`src/rtl/seq_divider_pkg.sv`:
```
// Shared definitions for the sequential restoring divider:
// FSM state encoding and the active-low seven-segment digit table.
package seq_divider_pkg;

    typedef enum logic [1:0] {
        ST_IDLE = 2'd0,
        ST_RUN  = 2'd1,
        ST_DONE = 2'd2
    } state_e;

    // Segment order {g,f,e,d,c,b,a}, a lit segment is driven low
    localparam logic [6:0] SEG7 [16] = '{
        7'h40, 7'h79, 7'h24, 7'h30,
        7'h19, 7'h12, 7'h02, 7'h78,
        7'h00, 7'h10, 7'h08, 7'h03,
        7'h46, 7'h21, 7'h06, 7'h0E
    };

    function automatic logic [6:0] seg7(input logic [3:0] d);
        return SEG7[d];
    endfunction

endpackage

```
`src/rtl/seq_divider_step.sv`:
```
// One combinational restoring-division iteration:
// shift the next dividend bit into the partial remainder, subtract B if it fits.
module seq_divider_step #(
    parameter int WIDTH = 4
) (
    input  logic [WIDTH-1:0] rem_i,
    input  logic [WIDTH-1:0] quo_i,
    input  logic [WIDTH-1:0] b_i,
    output logic [WIDTH-1:0] rem_o,
    output logic [WIDTH-1:0] quo_o
);

    logic [WIDTH:0] t;
    logic [WIDTH:0] bx;

    // One extra bit so neither the shifted remainder nor B is truncated
    assign t  = {rem_i, quo_i[WIDTH-1]};
    assign bx = {1'b0, b_i};

    always_comb begin
        rem_o = t[WIDTH-1:0];
        quo_o = {quo_i[WIDTH-2:0], 1'b0};
        if (t >= bx) begin
            rem_o = WIDTH'(t - bx);
            quo_o = {quo_i[WIDTH-2:0], 1'b1};
        end
    end

endmodule

```
`src/rtl/seq_divider.sv`:
```
// Sequential restoring divider, one quotient bit per clock, Start/Done handshake.
// Define SEQ_DIVIDER_HEX_EN to add the HEX seven-segment output port.
module seq_divider
    import seq_divider_pkg::*;
#(
    parameter int WIDTH = 4
) (
    input  logic               Clock,
    input  logic               Reset,
    input  logic               Start,
    input  logic [WIDTH-1:0]   A,
    input  logic [WIDTH-1:0]   B,
    output logic [WIDTH-1:0]   Q,
    output logic [WIDTH-1:0]   R,
    output logic               Busy,
    output logic               Done,
`ifdef SEQ_DIVIDER_HEX_EN
    output logic               DivZero,
    output logic [7*WIDTH-1:0] HEX
`else
    output logic               DivZero
`endif
);

    localparam int CW = $clog2(WIDTH + 1);

    state_e           state_q, state_d;
    logic [CW-1:0]    cnt_q, cnt_d;
    logic [WIDTH-1:0] b_q, b_d;
    logic [WIDTH-1:0] rem_q, rem_d;
    logic [WIDTH-1:0] quo_q, quo_d;
    logic [WIDTH-1:0] q_q, q_d;
    logic [WIDTH-1:0] r_q, r_d;
    logic             dz_q, dz_d;
    logic [WIDTH-1:0] rem_nx;
    logic [WIDTH-1:0] quo_nx;

    seq_divider_step #(.WIDTH(WIDTH)) u_step (
        .rem_i (rem_q),
        .quo_i (quo_q),
        .b_i   (b_q),
        .rem_o (rem_nx),
        .quo_o (quo_nx)
    );

    always_comb begin
        state_d = state_q;
        cnt_d   = cnt_q;
        b_d     = b_q;
        rem_d   = rem_q;
        quo_d   = quo_q;
        q_d     = q_q;
        r_d     = r_q;
        dz_d    = dz_q;
        unique case (state_q)
            ST_IDLE, ST_DONE: begin
                if (Start) begin
                    b_d  = B;
                    q_d  = '0;
                    r_d  = '0;
                    dz_d = 1'b0;
                    if (B == '0) begin
                        // Divide-by-zero resolves immediately
                        state_d = ST_DONE;
                        q_d     = '1;
                        r_d     = A;
                        dz_d    = 1'b1;
                    end else begin
                        state_d = ST_RUN;
                        cnt_d   = CW'(WIDTH);
                        rem_d   = '0;
                        quo_d   = A;
                    end
                end else if (state_q == ST_DONE) begin
                    state_d = ST_IDLE;
                end
            end
            ST_RUN: begin
                rem_d = rem_nx;
                quo_d = quo_nx;
                cnt_d = cnt_q - CW'(1);
                if (cnt_q == CW'(1)) begin
                    state_d = ST_DONE;
                    q_d     = quo_nx;
                    r_d     = rem_nx;
                end
            end
            default: state_d = ST_IDLE;
        endcase
    end

    always_ff @(posedge Clock) begin
        if (Reset) begin
            state_q <= ST_IDLE;
            cnt_q   <= '0;
            b_q     <= '0;
            rem_q   <= '0;
            quo_q   <= '0;
            q_q     <= '0;
            r_q     <= '0;
            dz_q    <= 1'b0;
        end else begin
            state_q <= state_d;
            cnt_q   <= cnt_d;
            b_q     <= b_d;
            rem_q   <= rem_d;
            quo_q   <= quo_d;
            q_q     <= q_d;
            r_q     <= r_d;
            dz_q    <= dz_d;
        end
    end

    assign Q       = q_q;
    assign R       = r_q;
    assign DivZero = dz_q;
    assign Busy    = (state_q == ST_RUN);
    assign Done    = (state_q == ST_DONE);

`ifdef SEQ_DIVIDER_HEX_EN
    logic [WIDTH-1:0] a_q;

    always_ff @(posedge Clock) begin
        if (Reset) begin
            a_q <= '0;
        end else if (Start && state_q != ST_RUN) begin
            a_q <= A;
        end
    end

    assign HEX = {seg7(q_q), seg7(r_q), seg7(a_q), seg7(b_q)};
`endif

endmodule

```
`config.mk`:
```
export PLATFORM = sky130hd
export DESIGN_NAME = seq_divider
export DESIGN_NICKNAME = d
export VERILOG_FILES = /design/src/rtl/seq_divider_pkg.sv /design/src/rtl/seq_divider_step.sv /design/src/rtl/seq_divider.sv
export SDC_FILE = /design/constraint.sdc
export NUM_CORES = 1
export LEC_CHECK = 0
export CORE_AREA = 4 4 57 59
export DETAILED_ROUTE_END_ITERATION = 8
export DIE_AREA = 0 0 61 63
export PLACE_DENSITY = 0.74
export SLEW_MARGIN = 20
export SYNTH_ARGS = -nofsm -noshare
export SYNTH_HDL_FRONTEND = slang
export SYNTH_SLANG_ARGS = --single-unit
```
`constraint.sdc`:
```
create_clock -name Clock -period 4.62 [get_ports Clock]
set_input_delay 0.924 -clock Clock [delete_from_list [all_inputs] [get_ports Clock]]
set_output_delay 0.924 -clock Clock [all_outputs]
set_load 0.05 [all_outputs]
```
==> summary.txt, run 1 <==
Outcome
  • Status: completed

Floorplan
  • Site row count: 19
  • Die Ht: about 63 µm
  • Die area: 3840 µm²
  • I/O pin total: 22
  • Core ar.: 2710 µm²
  • Initial Utilization: approximately half
  • Die X: just over 60 µm

Yosys
  • Sequential-to-total area share from yosys stat: about 40%
  • Post-synth EDFFs: 0
  • Syn nets: 173
  • Syn_area_per_cell: 8.65 µm²
  • Ys async rst share: 0%
  • Mapped Area: 1340 µm²
  • Synth cell types: 36
  • Post-synth top flop: dfxtp_1
  • Number of synthesized register bits: 26
  • Mapped Cells: around 160
  • Yosys warning count: 0

Timing
  • Slew Limit Fails: 0
  • Fmax: between 0.3 and 0.4 GHz
  • Final setup violation count: 0
  • Final setup TNS: 0 ns
  • Worst Max-Slew Pin Slew: 0.920 ns
  • RSZ-0062 raised after global routing: false
  • Slew margin rel.: just under 40%
  • Final Skew: approximately 0.0014 ns
  • Fin crit share: slightly above 70%
  • Tmin final: about 3.3 ns
  • Hold Slack: 0.463 ns
  • Final Hold Fails: 0

Clocking
  • Clk pin slew, worst setup/hold paths: roughly 0.15 ns
  • Post-CTS Resized: 0
  • CTS tree: yes
  • Post-CTS setup buffer count: 0
  • H-Tree Depth: 1
  • Clock latency on the worst-skew pair: about 0.33 ns
  • CTS Root Buffer Type: clkbuf_4
  • Inserted Clock Buffers: 3
  • Clock Sinks: 26
  • CTS Buffer Depth: 2
  • # hold bufs at CTS: 0

Power and ir drop
  • Proportion of power drawn by flip-flops and latches: ~44%
  • Clock Power Share: 27.6%
  • Net load switching power: about 0.19 mW
  • Internal power: around 0.39 mW
  • PwrDens: between 300 and 400 nW/µm²
  • Switching portion of total power: 32.3%
  • Peak supply drop: around 0.00031 V
  • Logic gate share of total power: between 20% and 30%
  • Leak: about 0.58 nW

Worst setup path
  • Crit path capture type: output port
  • Flop-to-flop setup slack: about 2.7 ns
  • Critical path type: register to output port
  • Top cell family by delay on the critical path: buffers and inverters
  • Cells on worst reg2reg path: 6
  • R2R Path End: R[3]
  • CP max stage delay: 0.87 ns
  • Maximum fanout along the worst path: 18
  • WP buf/inv: 2
  • Critical-path cell list: nand2b_1 > inv_2 > clkdlybuf4s50_1
  • WP data required: around 3.7 ns
  • Critical path's slowest cell: clkdlybuf4s50_1
  • Crit path depth: 3
  • Critical Path AT: between 2 and 2.5 ns
  • Critical path launch point type: register
  • R2r startpoint: b_q[2]

Final layout
  • Commonest non-fill, non-tap cell in the layout: dfxtp_1
  • Footprint of the multi-input gates: 751 µm²
  • Commonest cells after routing, fill and taps aside: 26 x dfxtp_1, 21 x clkdlybuf4s50_1, 18 x nor2_1, 18 x nand2_1, 15 x a21oi_1
  • Share of layout cells above drive strength 1: 6.40%
  • Fill cell count: roughly 250
  • Synth-to-layout area growth: 19.6%
  • # nets final: around 190
  • Antenna cells: 0
  • Fin cells: just over 200
  • FF/Latch Area: 520 µm²

Detailed routing
  • WL/cell: around 15 µm
  • Post-DRT Antenna Nets: 0
  • Via Count: between 1,000 and 1,500
  • Pre-antenna DRT Iters: 4
  • Starting DRT DRC Count: 34
  • Final wirelength: 2970 µm
  • Vias per cell: 5.61
  • Post-route DRC: 0

Place
  • RePlAce Congestion: 0.825
  • Hpwl dp: between 2000 and 2500 µm
  • Placed Cells: 199
  • Port Buffers: 21

Global route
  • Initial antenna violation count: 0
  • Grt ovf: 0
  • Largest net degree at the start of global routing: 27
  • Vias in the first global route: ~1,100
  • Global-route wire length before repair: between 5000 and 6000 µm
  • Global Route Usage Sum: between 15 and 20%

Min path
  • Hold WC Path Type: register to register
  • Min-delay src: b_q[1]
  • Hold depth: 2
  • Hold Path Sink: b_q[1]

Flow run
  • Max-Cap Viols: 0
[stage by stage]
step                setup slack [ns]  util [%]  instance area, µm²  power (mW)
global placement                1.75      57.2                1550       0.423
detailed placement              1.71      57.2                1550       0.427
global route                    1.13      59.1                1600       0.614
floorplan                       2.53         -                1340       0.381
finish                          1.32      59.1                1600       0.583
CTS                             1.32      59.1                1600       0.586
[cell type report]
cell class,count,area share [%]
multi-input combinational,113,46.8
sequential,26,32.5
timing repair buffer,21,13.1
tap,31,2.42
clock inverter,1,1.87
inverter,8,1.87
clock buffer,3,1.41
[layer usage]
metal,track usage (%),up-vias,wire length (µm)
met1,22.2,530,1380
met2,27.8,14,1440
met3,2.69,6,71
met4,9.21,0,78
li1,-,588,-
met5,0,-,0
[cells in the mapped netlist, types with 2 or more instances]
| cell type | number | area [µm²] |
|---|---|---|
| dfxtp_1 | 26 | 521 |
| nand2_1 | 18 | 67.6 |
| nor2_1 | 18 | 67.6 |
| a21oi_1 | 15 | 75.1 |
| a211oi_1 | 9 | 67.6 |
| inv_1 | 7 | 26.3 |
| clkbuf_1 | 6 | 22.5 |
| ha_1 | 6 | 75.1 |
| a31oi_1 | 5 | 31.3 |
| a311oi_1 | 4 | 35.0 |
| mux2i_1 | 4 | 40.0 |
| nand2b_1 | 4 | 25.0 |
| o211ai_1 | 4 | 30.0 |
| and2_1 | 2 | 12.5 |
| nand4_1 | 2 | 12.5 |
| nor2b_1 | 2 | 12.5 |
| o21ai_1 | 2 | 10.0 |
| or4_1 | 2 | 15.0 |
| xor2_1 | 2 | 17.5 |
[registers in the layout (all words and copies together) (netlist names)]
signal / flops
rem_q: 4
quo_q: 4
R: 4
state_q: 2
b_q: 4
cnt_q: 3
Q: 4
DivZero: 1
[how the worst max path moves through the flow]
stage | start | to | slack (ns)
after floorplan | B[0] | R[0] | 2.53
after global placement | state_q[1] | Busy | 1.75
after detailed placement | state_q[1] | Busy | 1.71
after CTS | state_q[1] | Busy | 1.32
after global routing | state_q[0] | Busy | 1.13
final | state_q[1] | Busy | 1.32
[tightest hold or removal path, stage by stage (launching register included)]
cell,delay (ns)
dfxtp_1,0.34
nand2_1,0.05
a21oi_1,0.05
[logic make-up after synthesis]
kind of cell | share of synthesized area, %
fa+ha+maj | 7.10
buf+inv | 5.13
simple gates | 20.6
compound gates | 24.0
mux | 2.99
flops | 38.8
xor+xnor | 1.31
[power by group through the flow]
stage	sequential, mW	combinational [mW]	clock [mW]
6_report	0.257	0.165	0.161
5_1_grt	0.259	0.182	0.173
4_1_cts	0.257	0.166	0.163
3_5_place_dp	0.262	0.166	0
3_3_place_gp	0.261	0.162	0
2_1_floorplan	0.283	0.0975	0
No activity file was read; power rests on OpenSTA's default activity.
==> inputs of run 2 (changes only) <==
- clock period: 4.62 -> 3.3 ns (I/O delays scaled with it)
==> summary.txt, run 2 (same netlist as run 1, synthesis figures left out) <==
Final layout
  • Fill cell count: approximately 270
  • Share of layout cells above drive strength 1: approximately 7%
  • Footprint of the multi-input gates: between 700 and 800 µm²
  • FF/Latch Area: 520 µm²
  • Antenna cells: 0
  • Commonest cells after routing, fill and taps aside: 26 x dfxtp_1, 21 x clkdlybuf4s50_1, 18 x nor2_1, 18 x nand2_1, 15 x a21oi_1
  • Synth-to-layout area growth: 20.2%
  • Fin cells: 204
  • Design area: 1610 µm²
  • Commonest non-fill, non-tap cell in the layout: dfxtp_1
  • # nets final: 192

Floorplan
  • Initial Utilization: 49.4%
  • Die X: 61 µm
  • I/O pin total: 22
  • Die area: slightly below 4000 µm²
  • Core ar.: approximately 2700 µm²
  • Site row count: 19
  • Die Ht: roughly 63 µm

Place
  • RePlAce Congestion: roughly 0.77
  • Hpwl dp: approximately 2300 µm
  • Area after DPL: 1560 µm²
  • Dpl ws: 0.795 ns
  • Port Buffers: 21
  • Placed Cells: 200

Min path
  • Min-delay src: b_q[3]
  • Hold depth: 2
  • Hold WC Path Type: register to register
  • Hold Path Sink: b_q[3]

Timing
  • Final Skew: approximately 0.0084 ns
  • Final setup TNS: 0 ns
  • Fmax: roughly 0.38 GHz
  • Tmin final: around 2.6 ns
  • Min setup slack post-route: approximately 0.70 ns
  • Slew Limit Fails: 0
  • Final setup violation count: 0
  • Final Hold Fails: 0
  • Slew margin rel.: 36.5%
  • Fin crit share: 78.9%
  • RSZ-0062 raised after global routing: false
  • Worst Max-Slew Pin Slew: 0.950 ns

Global route
  • Vias in the first global route: 1,161
  • Global-route wire length before repair: approximately 5400 µm
  • Global Route Usage Sum: approximately 18%
  • Largest net degree at the start of global routing: 27
  • Initial antenna violation count: 0
  • Grt ovf: 0

Worst setup path
  • Maximum fanout along the worst path: 16
  • Critical Path AT: about 1.9 ns
  • Critical path's slowest cell: clkdlybuf4s50_1
  • CP max stage delay: a little under 0.9 ns
  • Crit path depth: 3
  • Top cell family by delay on the critical path: buffers and inverters
  • R2R Path End: R[0]
  • WP data required: approximately 2.6 ns
  • Critical path type: register to output port
  • Crit path capture type: output port
  • WP buf/inv: 2
  • Critical path launch point type: register
  • R2r startpoint: quo_q[3]
  • Critical-path cell list: nand2b_1 > inv_2 > clkdlybuf4s50_1
  • Flop-to-flop setup slack: 1.37 ns
  • Cells on worst reg2reg path: 6

Detailed routing
  • Post-route DRC: 0
  • Post-DRT Antenna Nets: 0
  • Via Count: between 1,000 and 1,500
  • Pre-antenna DRT Iters: 4
  • Final wirelength: a little over 3000 µm
  • Vias per cell: 5.71
  • Starting DRT DRC Count: just over 90
  • WL/cell: between 10 and 15 µm

Clocking
  • CTS Root Buffer Type: clkbuf_4
  • CTS tree: yes
  • Post-CTS Resized: 0
  • Post-CTS setup buffer count: 0
  • Clock Sinks: 26
  • Inserted Clock Buffers: 3
  • Clk pin slew, worst setup/hold paths: ~0.14 ns
  • CTS Buffer Depth: 2
  • # hold bufs at CTS: 0
  • H-Tree Depth: 1
  • Clock latency on the worst-skew pair: approximately 0.33 ns

Outcome
  • Status: completed

Power and ir drop
  • PwrDens: around 510 nW/µm²
  • Total power: 0.817 mW
  • Leak: roughly 0.59 nW
  • Peak supply drop: roughly 0.00038 V

Flow run
  • Max-Cap Viols: 0
[run 2: cell count changes in the layout (fill, tap and decap cells not counted)]
cell	previous run	this run
buf_4	0	1
[run 2: how the worst max path moves through the flow]
stage                to        from  slack [ns]
2_1_floorplan      R[0]        B[0]        1.48
5_1_grt            Busy  state_q[0]        0.58
4_1_cts            Busy  state_q[1]        0.70
6_report           Busy  state_q[1]        0.70
3_5_place_dp   quo_q[3]        B[0]        0.79
3_3_place_gp       R[2]        B[0]        0.84
[run 2: cell type report]
| class | count | area share [%] |
|---|---|---|
| Sequential cell | 26 | 32.3 |
| Inverter | 8 | 1.86 |
| Clock buffer | 3 | 1.40 |
| Tap cell | 31 | 2.41 |
| Clock inverter | 1 | 1.86 |
| Timing Repair Buffer | 22 | 13.5 |
| Multi-Input combinational cell | 113 | 46.6 |
[run 2: worst reg2reg max path: stages (launching register included)]
cell and delay (ns):
dfxtp_1 0.40, inv_1 0.06, ha_1 0.28, nand2b_1 0.21
a211oi_4 0.12, or4_1 0.52, a311oi_1 0.25
[run 2: per-stage QoR]
| step | utilization (%) | hold WS (ns) |
|---|---|---|
| after global routing | 59.4 | 0.504 |
| after CTS | 59.4 | 0.479 |
| after floorplan | - | 0.436 |
| final | 59.4 | 0.472 |
| after detailed placement | 57.5 | 0.461 |
| after global placement | 57.5 | 0.449 |
[run 2: metal layers]
layer | global-route usage, % | wire length (µm) | up-vias
met2 | 27.7 | 1480 | 32
met3 | 3.51 | 130 | 2
met5 | 0 | 0 | -
met1 | 24.9 | 1390 | 545
li1 | - | - | 585
met4 | 4.88 | 23 | 0
[run 2: where the power goes]
group	total (mW)	switching, mW	internal, mW
Combinational	0.235	0.146	0.0887
Sequential	0.360	0.0181	0.342
Clock	0.222	0.0993	0.123
==> inputs of run 3 (changes only) <==
- clock period: 3.3 -> 2.6 ns (I/O delays scaled with it)
==> summary.txt, run 3 (same netlist as run 1, synthesis figures left out) <==
Outcome
  • Status: completed

Power and ir drop
  • Proportion of power drawn by flip-flops and latches: between 40% and 50%
  • PwrDens: between 600 and 700 nW/µm²
  • Internal power: ~0.70 mW
  • Clock Power Share: a little over a quarter
  • Switching portion of total power: between 30% and 40%
  • Logic gate share of total power: between 20% and 30%
  • Leak: 0.598 nW
  • Net load switching power: 0.333 mW
  • Peak supply drop: 0.000523 V

Floorplan
  • Site row count: 19
  • Core ar.: 2710 µm²
  • Die area: around 3800 µm²
  • Die Ht: roughly 63 µm
  • Initial Utilization: 49.4%
  • Die X: between 60 and 70 µm
  • I/O pin total: 22

Timing
  • Slew Limit Fails: 0
  • Tmin final: 2.14 ns
  • Final setup violation count: 0
  • Slew margin rel.: 59.4%
  • Final Hold Fails: 0
  • Final setup TNS: 0 ns
  • Fmax: 0.467 GHz
  • Worst Max-Slew Pin Slew: 0.605 ns
  • Final Skew: 0.0142 ns
  • RSZ-0062 raised after global routing: false
  • Fin crit share: around 80%

Final layout
  • Share of layout cells above drive strength 1: under 10%
  • Commonest non-fill, non-tap cell in the layout: dfxtp_1
  • Fin util: about three fifths
  • Commonest cells after routing, fill and taps aside: 26 x dfxtp_1, 20 x clkdlybuf4s50_1, 18 x nor2_1, 18 x nand2_1, 15 x a21oi_1
  • Synth-to-layout area growth: 21.1%
  • Antenna cells: 0
  • # nets final: 194

Clocking
  • Post-CTS setup buffer count: 0
  • CTS Buffer Depth: 2
  • # hold bufs at CTS: 0
  • Post-CTS Resized: 0
  • CTS Root Buffer Type: clkbuf_4
  • H-Tree Depth: 1
  • CTS tree: yes
  • Clock Sinks: 26
  • Clk pin slew, worst setup/hold paths: 0.14 ns
  • Inserted Clock Buffers: 3
  • Clock latency on the worst-skew pair: about 0.33 ns

Global route
  • Grt ovf: 0
  • Global Route Usage Sum: between 10% and 20%
  • Initial antenna violation count: 0
  • Vias in the first global route: approximately 1,100
  • Global-route wire length before repair: about 5300 µm
  • Largest net degree at the start of global routing: 27

Place
  • Hpwl dp: 2320 µm
  • RePlAce Congestion: slightly above 0.8
  • Port Buffers: 21

Detailed routing
  • Post-DRT Antenna Nets: 0
  • Starting DRT DRC Count: 82
  • Vias per cell: 5.78
  • WL/cell: 14.6 µm
  • Post-route DRC: 0
  • Pre-antenna DRT Iters: 4
  • Via Count: 1,190
  • Final wirelength: 3020 µm

Min path
  • Hold Path Sink: b_q[2]
  • Hold depth: 2
  • Min-delay src: b_q[2]
  • Hold WC Path Type: register to register

Worst setup path
  • CP max stage delay: about 0.82 ns
  • Critical path type: register to output port
  • R2r startpoint: quo_q[3]
  • R2R Path End: R[0]
  • Critical path launch point type: register
  • Cells on worst reg2reg path: 6
  • Maximum fanout along the worst path: 2
  • Flop-to-flop setup slack: 0.69 ns
  • Critical path's slowest cell: clkdlybuf4s50_1
  • Critical Path AT: approximately 1.6 ns
  • WP data required: roughly 2.1 ns
  • Critical-path cell list: nor2b_1 > clkdlybuf4s50_1
  • Crit. Startpoint: state_q[1]
  • Crit path capture type: output port

Flow run
  • Max-Cap Viols: 0
-- run 3: cell types whose count changed in the layout (fill, tap and decap cells not counted), sizes merged --
| cell | before | now |
|---|---|---|
| clkdlybuf4s50 | 21 | 20 |
| buf | 1 | 4 |
-- run 3: power by group through the flow --
| stage | Sequential, mW | Clock (mW) | Combinational (mW) |
|---|---|---|---|
| final | 0.457 | 0.281 | 0.300 |
| after global routing | 0.461 | 0.303 | 0.332 |
| after CTS | 0.456 | 0.282 | 0.301 |
| after detailed placement | 0.465 | 0 | 0.300 |
| after global placement | 0.464 | 0 | 0.291 |
| after floorplan | 0.503 | 0 | 0.173 |
-- run 3: stage by stage --
stage	instance area, µm²	hold WS, ns	setup slack (ns)	power (mW)	std cells
2_1_floorplan	1340	0.436	0.901	0.676	155
3_3_place_gp	1570	0.449	0.300	0.755	202
3_5_place_dp	1570	0.448	0.264	0.765	202
4_1_cts	1620	0.467	0.455	1.04	206
5_1_grt	1620	0.483	0.380	1.10	206
6_report	1620	0.465	0.458	1.04	206
-- run 3: how the worst max path moves through the flow --
| stage | to | slack [ns] | cells past startpoint |
|---|---|---|---|
| 2_1_floorplan | R[0] | 0.90 | 6 |
| 3_3_place_gp | R[2] | 0.30 | 5 |
| 3_5_place_dp | R[2] | 0.26 | 5 |
| 4_1_cts | Done | 0.45 | 2 |
| 5_1_grt | Done | 0.38 | 2 |
| 6_report | Done | 0.46 | 2 |
-- run 3: area by class of cell --
type,count,area [µm²]
sequential,26,520
timing repair buffer,24,230
inverter,8,30.0
clock buffer,3,22.5
multi-input combinational,113,751
fill,251,1090
clock inverter,1,30.0
tap,31,38.8
-- run 3: metal layers --
metal | share of wire [%] | track usage, %
met1 | 46 | 24.4
met2 | 49 | 28.7
met3 | 3.8 | 2.69
met4 | 0.66 | 4.07
met5 | 0 | 0
-- run 3: critical path: cells and delay by family (launching register included) --
kind	cells	cell delay (ns)
and+or+nand+nor	1	0.14
buffers and inverters	1	0.82
DFF	1	0.34
